`config.mk`:
```
export PLATFORM = sky130hd
export DESIGN_NAME = apb_rambus_bridge
export DESIGN_NICKNAME = d
export VERILOG_FILES = /design/src/rtl/rambus_bridge_pkg.sv /design/src/rtl/apb_rambus_bridge.sv
export SDC_FILE = /design/constraint.sdc
export NUM_CORES = 1
export LEC_CHECK = 0
export BUFFER_PORTS_ARGS = -buffer_cell sky130_fd_sc_hd__clkbuf_2
export CAP_MARGIN = 10
export CORE_MARGIN = 1.5
export CORE_UTILIZATION = 46
export CTS_BUF_LIST = sky130_fd_sc_hd__clkbuf_2
export CTS_CLUSTER_SIZE = 40
export DETAILED_ROUTE_END_ITERATION = 12
export GPL_TIMING_DRIVEN = 0
export PLACE_DENSITY = 0.82
export SKIP_LAST_GASP = 1
export SLEW_MARGIN = 10
export SYNTH_ARGS = -nofsm -noshare
export SYNTH_HDL_FRONTEND = slang
export SYNTH_SLANG_ARGS = --single-unit
```
`constraint.sdc`:
```
create_clock -name clk -period 2.2 [get_ports clk]
set_clock_uncertainty 0.15 [all_clocks]
set_input_delay 0.22 -clock clk [delete_from_list [all_inputs] [get_ports clk]]
set_output_delay 0.22 -clock clk [all_outputs]
set_load 0.005 [all_outputs]
```
`src/rtl/rambus_bridge_pkg.sv`:
```
// Shared definitions for the APB-to-RamBus bridge: FSM states, bus widths
// common with the DM main register block, and small datapath helpers.
package rambus_bridge_pkg;

    localparam int          RB_ADDR_W          = 14;
    localparam int          RB_DATA_W          = 32;
    localparam logic [31:0] RB_TIMEOUT_PATTERN = 32'hDEADBEEF;

    typedef enum logic [1:0] {
        ST_IDLE  = 2'd0,
        ST_ISSUE = 2'd1,
        ST_WAIT  = 2'd2,
        ST_RESP  = 2'd3
    } state_t;

    // Increment that sticks at all-ones instead of wrapping.
    function automatic logic [15:0] sat_inc16(input logic [15:0] value);
        if (value == 16'hFFFF) begin
            sat_inc16 = value;
        end else begin
            sat_inc16 = value + 16'd1;
        end
    endfunction

endpackage

```
`src/rtl/apb_rambus_bridge.sv`:
```
// APB3 slave to RamBus master bridge. One RamBus cycle per APB transfer,
// with a bounded wait for RamBusAck so a hung register block cannot stall
// the processor. Every output comes straight from a flop.
module apb_rambus_bridge
    import rambus_bridge_pkg::*;
#(
    parameter int                ADDR_W          = RB_ADDR_W,
    parameter int                DATA_W          = RB_DATA_W,
    parameter int                TIMEOUT_CYCLES  = 255,
    parameter logic [DATA_W-1:0] TIMEOUT_PATTERN = RB_TIMEOUT_PATTERN
) (
    input  logic              clk,
    input  logic              nRst,
    input  logic              PSEL,
    input  logic              PENABLE,
    input  logic              PWRITE,
    input  logic [ADDR_W-1:0] PADDR,
    input  logic [DATA_W-1:0] PWDATA,
    output logic [DATA_W-1:0] PRDATA,
    output logic              PREADY,
    output logic              PSLVERR,
    output logic [ADDR_W-1:0] RamBusAddress,
    output logic [DATA_W-1:0] RamBusDataIn,
    output logic              RamBusnCs,
    output logic              RamBusWrnRd,
    output logic              RamBusLatch,
    input  logic [DATA_W-1:0] RamBusDataOut,
    input  logic              RamBusAck,
    output logic [15:0]       TimeoutCount
);

    localparam logic [15:0] TIMEOUT_LIM = 16'(TIMEOUT_CYCLES);

    state_t              state_r, state_s;
    logic [DATA_W-1:0]   prdata_r, prdata_s;
    logic                pready_r, pready_s;
    logic                pslverr_r, pslverr_s;
    logic [ADDR_W-1:0]   addr_r, addr_s;
    logic [DATA_W-1:0]   din_r, din_s;
    logic                ncs_r, ncs_s;
    logic                wrnrd_r, wrnrd_s;
    logic                latch_r, latch_s;
    logic [15:0]         tcount_r, tcount_s;
    logic [15:0]         timer_r, timer_s;
    logic                sel_s;

    // Setup and access phases are treated alike: only PSEL starts or keeps a
    // transfer alive, PENABLE folds in without changing the select value.
    assign sel_s = PSEL | (PSEL & PENABLE);

    // Next-state and next-output decode for the transfer FSM.
    always_comb begin
        state_s   = state_r;
        prdata_s  = prdata_r;
        pready_s  = 1'b0;
        pslverr_s = 1'b0;
        addr_s    = addr_r;
        din_s     = din_r;
        ncs_s     = ncs_r;
        wrnrd_s   = wrnrd_r;
        latch_s   = 1'b0;
        tcount_s  = tcount_r;
        timer_s   = timer_r;
        case (state_r)
            ST_IDLE: begin
                if (sel_s) begin
                    addr_s  = PADDR;
                    din_s   = PWDATA;
                    wrnrd_s = PWRITE;
                    ncs_s   = 1'b0;
                    latch_s = 1'b1;
                    timer_s = 16'd1;
                    state_s = ST_ISSUE;
                end else begin
                    ncs_s   = 1'b1;
                end
            end
            ST_ISSUE, ST_WAIT: begin
                if (!sel_s) begin
                    // Master abandoned the transfer: release the bus quietly.
                    ncs_s   = 1'b1;
                    timer_s = 16'd0;
                    state_s = ST_IDLE;
                end else if (RamBusAck) begin
                    prdata_s = wrnrd_r ? {DATA_W{1'b0}} : RamBusDataOut;
                    pready_s = 1'b1;
                    ncs_s    = 1'b1;
                    timer_s  = 16'd0;
                    state_s  = ST_RESP;
                end else if ((state_r == ST_WAIT) && (timer_r == TIMEOUT_LIM)) begin
                    prdata_s  = wrnrd_r ? {DATA_W{1'b0}} : TIMEOUT_PATTERN;
                    pready_s  = 1'b1;
                    pslverr_s = 1'b1;
                    ncs_s     = 1'b1;
                    tcount_s  = sat_inc16(tcount_r);
                    timer_s   = 16'd0;
                    state_s   = ST_RESP;
                end else begin
                    // The issue cycle holds the timer; it counts only while waiting.
                    if (state_r == ST_WAIT) begin
                        timer_s = timer_r + 16'd1;
                    end else begin
                        timer_s = timer_r;
                    end
                    state_s = ST_WAIT;
                end
            end
            ST_RESP: begin
                state_s = ST_IDLE;
            end
            default: begin
                ncs_s   = 1'b1;
                timer_s = 16'd0;
                state_s = ST_IDLE;
            end
        endcase
    end

    // State and output registers with synchronous active-low reset.
    always_ff @(posedge clk) begin
        if (!nRst) begin
            state_r   <= ST_IDLE;
            prdata_r  <= {DATA_W{1'b0}};
            pready_r  <= 1'b0;
            pslverr_r <= 1'b0;
            addr_r    <= {ADDR_W{1'b0}};
            din_r     <= {DATA_W{1'b0}};
            ncs_r     <= 1'b1;
            wrnrd_r   <= 1'b0;
            latch_r   <= 1'b0;
            tcount_r  <= 16'd0;
            timer_r   <= 16'd0;
        end else begin
            state_r   <= state_s;
            prdata_r  <= prdata_s;
            pready_r  <= pready_s;
            pslverr_r <= pslverr_s;
            addr_r    <= addr_s;
            din_r     <= din_s;
            ncs_r     <= ncs_s;
            wrnrd_r   <= wrnrd_s;
            latch_r   <= latch_s;
            tcount_r  <= tcount_s;
            timer_r   <= timer_s;
        end
    end

    assign PRDATA        = prdata_r;
    assign PREADY        = pready_r;
    assign PSLVERR       = pslverr_r;
    assign RamBusAddress = addr_r;
    assign RamBusDataIn  = din_r;
    assign RamBusnCs     = ncs_r;
    assign RamBusWrnRd   = wrnrd_r;
    assign RamBusLatch   = latch_r;
    assign TimeoutCount  = tcount_r;

endmodule

```
# After elaboration in Yosys (flattened, before gate mapping)
# Index checks and enable logic that the tools add are counted.
totals:
  register_bits: 117
  output_inout_bits: 99
  input_bits: 84
  latch_bits: 0
  word_cells: 64
  memories: 0
  mem_bits_ro: 0
  ramBits: 0
op_classes:
  div_mod_pow: 0
  mux: 23
  n_lt_le_gt_ge: 0
  n_shift: 0
  bitwise: 7
  eq_ne: 8
  n_mul: 0
  reduce_logical: 13
  add_sub_neg: 2
op_table:
  columns: ["op", "n"]
  rows:
  - ["32-bit 2-to-1 mux", 4]
  - ["16-bit 2-to-1 mux", 5]
  - ["16-bit by 1-bit adder with 16-bit output (second input constant)", 2]
  - ["16-bit case mux with 2 select lines", 1]
  - ["16-bit equality test (second input constant)", 1]
  - ["16-bit by 8-bit equality test with 1-bit output (second input constant)", 1]
  - ["1-bit 2-to-1 mux", 9]
  - ["3-bit AND reduction", 3]
  - ["2-bit case mux with 3 select lines", 1]
  - ["2-bit AND reduction", 3]
  - ["5-bit inequality test (second input constant)", 1]
  - ["1-bit NOT", 5]
  - ["5-bit AND reduction", 1]
  - ["2-bit equality test (second input constant)", 2]
  - ["2-bit 2-to-1 mux", 2]
  - ["4-bit inequality test (second input constant)", 1]
  - ["2-bit nonzero test", 2]
  - ["4-bit OR reduction", 1]
  - ["2-bit by 1-bit equality test with 1-bit output (second input constant)", 1]
  - ["2-bit zero test", 1]
  - ["2-bit inequality test (second input constant)", 1]
  - ["1-bit case mux with 2 select lines", 1]
  - ["2-bit OR reduction", 1]
  - ["1-bit bitwise AND", 1]
  - ["other kinds (2)", 2]

# Longest topological paths before layout
logic_depth:
  word_depth: 6
  mapped_depth: 10
  depth_no_buf: 7

# Worst setup path after synthesis
# OpenSTA, ideal clock, no wires.
synth_path:
  path_kind: "register -> register"
  start: "register state_r[1]"
  end: "register tcount_r[8] (netlist: TimeoutCount[8])"
  setup_ps: 71
  path_stages_with_launch: 11
  path_slack_ps: -83
  synth_period_minus_slack_ps: 2283
  arrival_time_ps: 2062
  required_time_ps: 1979
  n_path_buf: 3
  path_cell_list: "dfxtp_1 inv_1 ha_1 buf_4 and3b_1 buf_4 nand4_4 or2_0 buf_2 or4_1 a21oi_1"
synth_between:
  elab_chain_len: 3
  word_cells_on_any_way: 5
  classes_between: "eq/ne (2); reduce/logical (3)"
synth_lines:
  columns: ["element", "line", "source"]
  rows:
  - ["from (decl)", "apb_rambus_bridge.sv:34", "state_t state_r, state_s;"]
  - ["from (signal assigned)", "apb_rambus_bridge.sv:134", "state_r <= state_s;"]
  - ["2-bit equality test or 2-bit by 1-bit equality test with 1-bit output (tied branches)", "apb_rambus_bridge.sv:64, apb_rambus_bridge.sv:90", null]
  - ["2-bit OR reduction or 1-bit logical AND (tied branches)", "apb_rambus_bridge.sv:64, apb_rambus_bridge.sv:90", null]
  - ["5-bit AND reduction (no line) (*)", null, null]
  - ["to (signal assigned)", "apb_rambus_bridge.sv:143", "tcount_r <= tcount_s;"]
  - ["to (decl)", "apb_rambus_bridge.sv:43", "logic [15:0] tcount_r, tcount_s;"]
# Every way passes the cells marked *; elsewhere a longest branch is shown, timed or not.
# A chain may end at the register's enable or synchronous reset.

# Worst setup path after layout
layout_path:
  start: "register state_r[0]"
  end: "register tcount_r[10] (netlist: TimeoutCount[10])"
# The elaborated chain is that of the path after synthesis.

==> metrics <==
ant diodes 0; Ys Warns 0; Final Instance Count excl. Fillers about 900; first-pass GRT wire length between 20000 and 25000 um; TritonCTS Buffers 17; RR Startpoint state_r[0]$_SDFFE_PN0P_; Root Driver clkbuf_2; H-tree levels 4; gr usage total 27.69%; Worst Setup Slack, final -0.1034 ns; clk_lat worst skew roughly 0.65 ns; CP arrival about 2.7 ns; IO buf count about 180; register area roughly 0.0024 mm^2; pin count of the biggest net entering global routing 17; final WL about 16000 um; Fin. Hold Viols 0; Remaining DRCs 0; fin crit period 2.303 ns; CTS tree done; Syn Area/Cell roughly 10 um^2; reg-to-reg endpoint TimeoutCount[10]$_SDFFE_PN0P_; initial antenna violation count 0; area of the multi-input gates about 0.0025 mm^2; CP startpoint kind flop; Post-Place Cells ~800; Reg2Reg Depth 9; max_slew headroom a little under half; vias in the first global route 5031; failing checks negative setup slack; clock tree sinks roughly 120; core region area roughly 0.010 mm^2; routed len/inst ~17 um; Initial Utilization 47.48%; Iter 0 DRT Violations 340; vias per cell 5.589; Seq/Total Area, Yosys 47.57%; Critical Path Start state_r[0]$_SDFFE_PN0P_; synthesized net count 575; Clk pin slew, worst setup/hold paths between 0.15 and 0.2 ns; die area roughly 0.011 mm^2; Syn Inst Count a little under 500; Post-DRT Antenna Nets 0; via count just over 5000; outcome complete, but fails checks; routability-driven placement congestion ratio around 0.94; area delta synth->final 47.45%; Overflow after GRT 0; post-synth top area cell dfxtp_1; RSZ-0062 raised after global routing yes; global routing's busiest layer met2; Least-Margin Pin Slew around 0.79 ns; Die Wd between 100 and 150 um; #FFs+latches synth 117; pwr dens a little under 600 mW/mm^2; Top Ports about 180; MaxCap Viol Count 0; largest cells by area after synthesis dfxtp_1 48%, a22o_1 8.4%, o41ai_2 7.9%; final period utilization 104.7%; Synth top area share 47.57%; CP Max Fanout 7; Critical Path RT around 2.6 ns; Worst Hold Class input pin to flop; met3 usage in global routing 8.216%; share of layout cells above drive strength 1 about 38%; Max Slew Vio Count 0; Placement Rows 37; nets slightly below 900; Leakage 3.216 nW; die height roughly 110 um; met1 GRT Util between 30% and 40%; Reg2Reg Setup Slack -0.10 ns; fill count about 750; met2 Track Usage GR between 40% and 50%; end point of the critical path TimeoutCount[10]$_SDFFE_PN0P_; Clock Path Buffers 2; worst vdd ir 0.0003452 V; dpl ws -0.1856 ns; Layout Utilization 70.00%; fmax between 0.4 and 0.5 GHz; Yosys cell types 56; Mapped Area ~0.005 mm^2; CP Class flop to flop; final setup violation count 5; cell area after layout between 0.007 and 0.008 mm^2; DP Area roughly 0.006 mm^2; Worst setup EP type flop; Post-DP HPWL 10060 um; first drt pass iteration count 6
==> critical path: stages, from the launching register on <==
cell and delay, ns:
dfxtp_2 0.37, inv_2 0.06, ha_4 0.29, and3b_1 0.17
buf_6 0.11, nand4_4 0.14, or2_0 0.26, buf_4 0.16
or4_4 0.42, a21oi_2 0.12
==> cells by family (layout without fill, tap and decap cells) <==
group	count (synthesis)	in the layout	synth area share, %
buffers and inverters	47	350	4.193
AO/OA/AOI/OAI	127	127	24.02
adder cells (fa/ha/maj)	5	5	1.271
AND/OR/NAND/NOR	176	176	20.28
multiplexers	7	7	1.423
XOR/XNOR	7	7	1.245
flip-flops	117	117	47.57
==> synthesized netlist by cell type (all sizes together) <==
master / n
a211oi: 1
a21o: 4
a21oi: 14
a22o: 47
a311o: 1
a31o: 1
a31oi: 5
a32o: 8
and2: 4
and2b: 1
and3: 5
and3b: 1
and4: 2
buf: 14
clkbuf: 25
dfxtp: 117
ha: 5
inv: 8
mux2i: 7
nand2: 25
nand2b: 7
nand3: 48
nand3b: 2
nand4: 11
nor2: 20
nor2b: 24
nor3: 8
nor4: 7
nor4b: 2
o211ai: 2
o21a: 1
o21ai: 11
o311a: 1
o31a: 1
o31ai: 5
o32ai: 1
o41ai: 24
or2: 2
or3: 4
or4: 3
xnor2: 4
xor2: 3
==> flip-flops by register name (all words and copies together), names as in the netlist <==
register and cells:
PRDATA 32, RamBusDataIn 32, TimeoutCount 16, timer_r 16, RamBusAddress 14, state_r 2
PREADY 1, PSLVERR 1, RamBusLatch 1, RamBusWrnRd 1, RamBusnCs 1
==> repair_timing <==
| action | in CTS | in global routing |
|---|---|---|
| buffers inserted | 8 | 4 |
| endpoints found under the setup margin | 54 | 92 |
| pin swaps | 4 | 5 |
| resized for setup | 6 | 38 |
| endpoints found under the hold margin | 92 | 0 |
| cloned | 0 | 1 |
| hold buffers | 81 | 0 |
==> power by group <==
part | switching (mW) | internal, mW
Clock | 0.847 | 0.408
Sequential | 0.0599 | 2.22
Combinational | 0.339 | 0.343
Total | 1.25 | 2.97
==> metal layers <==
layer / vias to the layer above / routed length, um / part of all wire (%)
met5: - / 0 / 0
met4: 0 / 436 / 2.7
met3: 42 / 1207 / 7.6
met2: 266 / 7918 / 50
met1: 2454 / 6407 / 40
li1: 2408 / - / -
==> layout make-up <==
class                      instances  area share, %
inverter                           8         0.4137
multi-input combinational        322          34.61
sequential                       117          32.39
tap                              136          2.344
buffer                            36          2.568
clock buffer                      19          1.310
clock inverter                    13          1.517
timing repair buffer             274          24.85
==> cell usage in the layout, fill, tap and decap left out, drive strengths merged, types with 3 or more instances in the layout <==
| cell type | netlist | layout |
|---|---|---|
| buf | 14 | 24 |
| clkinv | 0 | 7 |
| nor2b | 24 | 24 |
| o31ai | 5 | 5 |
| a21o | 4 | 4 |
| a31oi | 5 | 5 |
| o41ai | 24 | 24 |
| ha | 5 | 5 |
| dlygate4sd3 | 0 | 81 |
| nand4 | 11 | 11 |
| nand3 | 48 | 48 |
| dfxtp | 117 | 117 |
| xnor2 | 4 | 4 |
| xor2 | 3 | 3 |
| a22o | 47 | 47 |
| or3 | 4 | 4 |
| inv | 8 | 9 |
| and2 | 4 | 4 |
| nor3 | 8 | 8 |
| clkbuf | 25 | 224 |
| o21ai | 11 | 11 |
| nor2 | 20 | 20 |
| nand2 | 25 | 25 |
| and3 | 5 | 5 |
| mux2i | 7 | 7 |
| a32o | 8 | 8 |
| nor4 | 7 | 7 |
| nand2b | 7 | 7 |
| clkinvlp | 0 | 4 |
| or4 | 3 | 3 |
| a21oi | 14 | 14 |
==> stage by stage <==
step,total power [mW],hold slack [ns],setup TNS (ns)
4_1_cts,4.194,0.04754,-1.399
5_1_grt,4.401,0.09084,-1.354
6_report,4.214,0.1531,-0.3760
2_1_floorplan,2.577,0.1957,-0.09256
3_5_place_dp,2.827,0.2839,-4.384
3_3_place_gp,2.807,0.2792,-2.160
==> worst min-delay path by stage <==
stage	slack, ns	to	depth (start not counted)	startpoint
3_3_place_gp	0.28	RamBusDataIn[26]$_SDFFE_PN0P_	2	PWDATA[26]
4_1_cts	0.05	timer_r[10]$_SDFFE_PN0P_	5	RamBusAck
2_1_floorplan	0.20	RamBusAddress[0]$_SDFFE_PN0P_	1	PADDR[0]
6_report	0.15	RamBusDataIn[13]$_SDFFE_PN0P_	3	PWDATA[13]
3_5_place_dp	0.28	RamBusWrnRd$_SDFFE_PN0P_	2	PWRITE
5_1_grt	0.09	timer_r[10]$_SDFFE_PN0P_	5	RamBusAck
(Power assumes the default switching activity.)
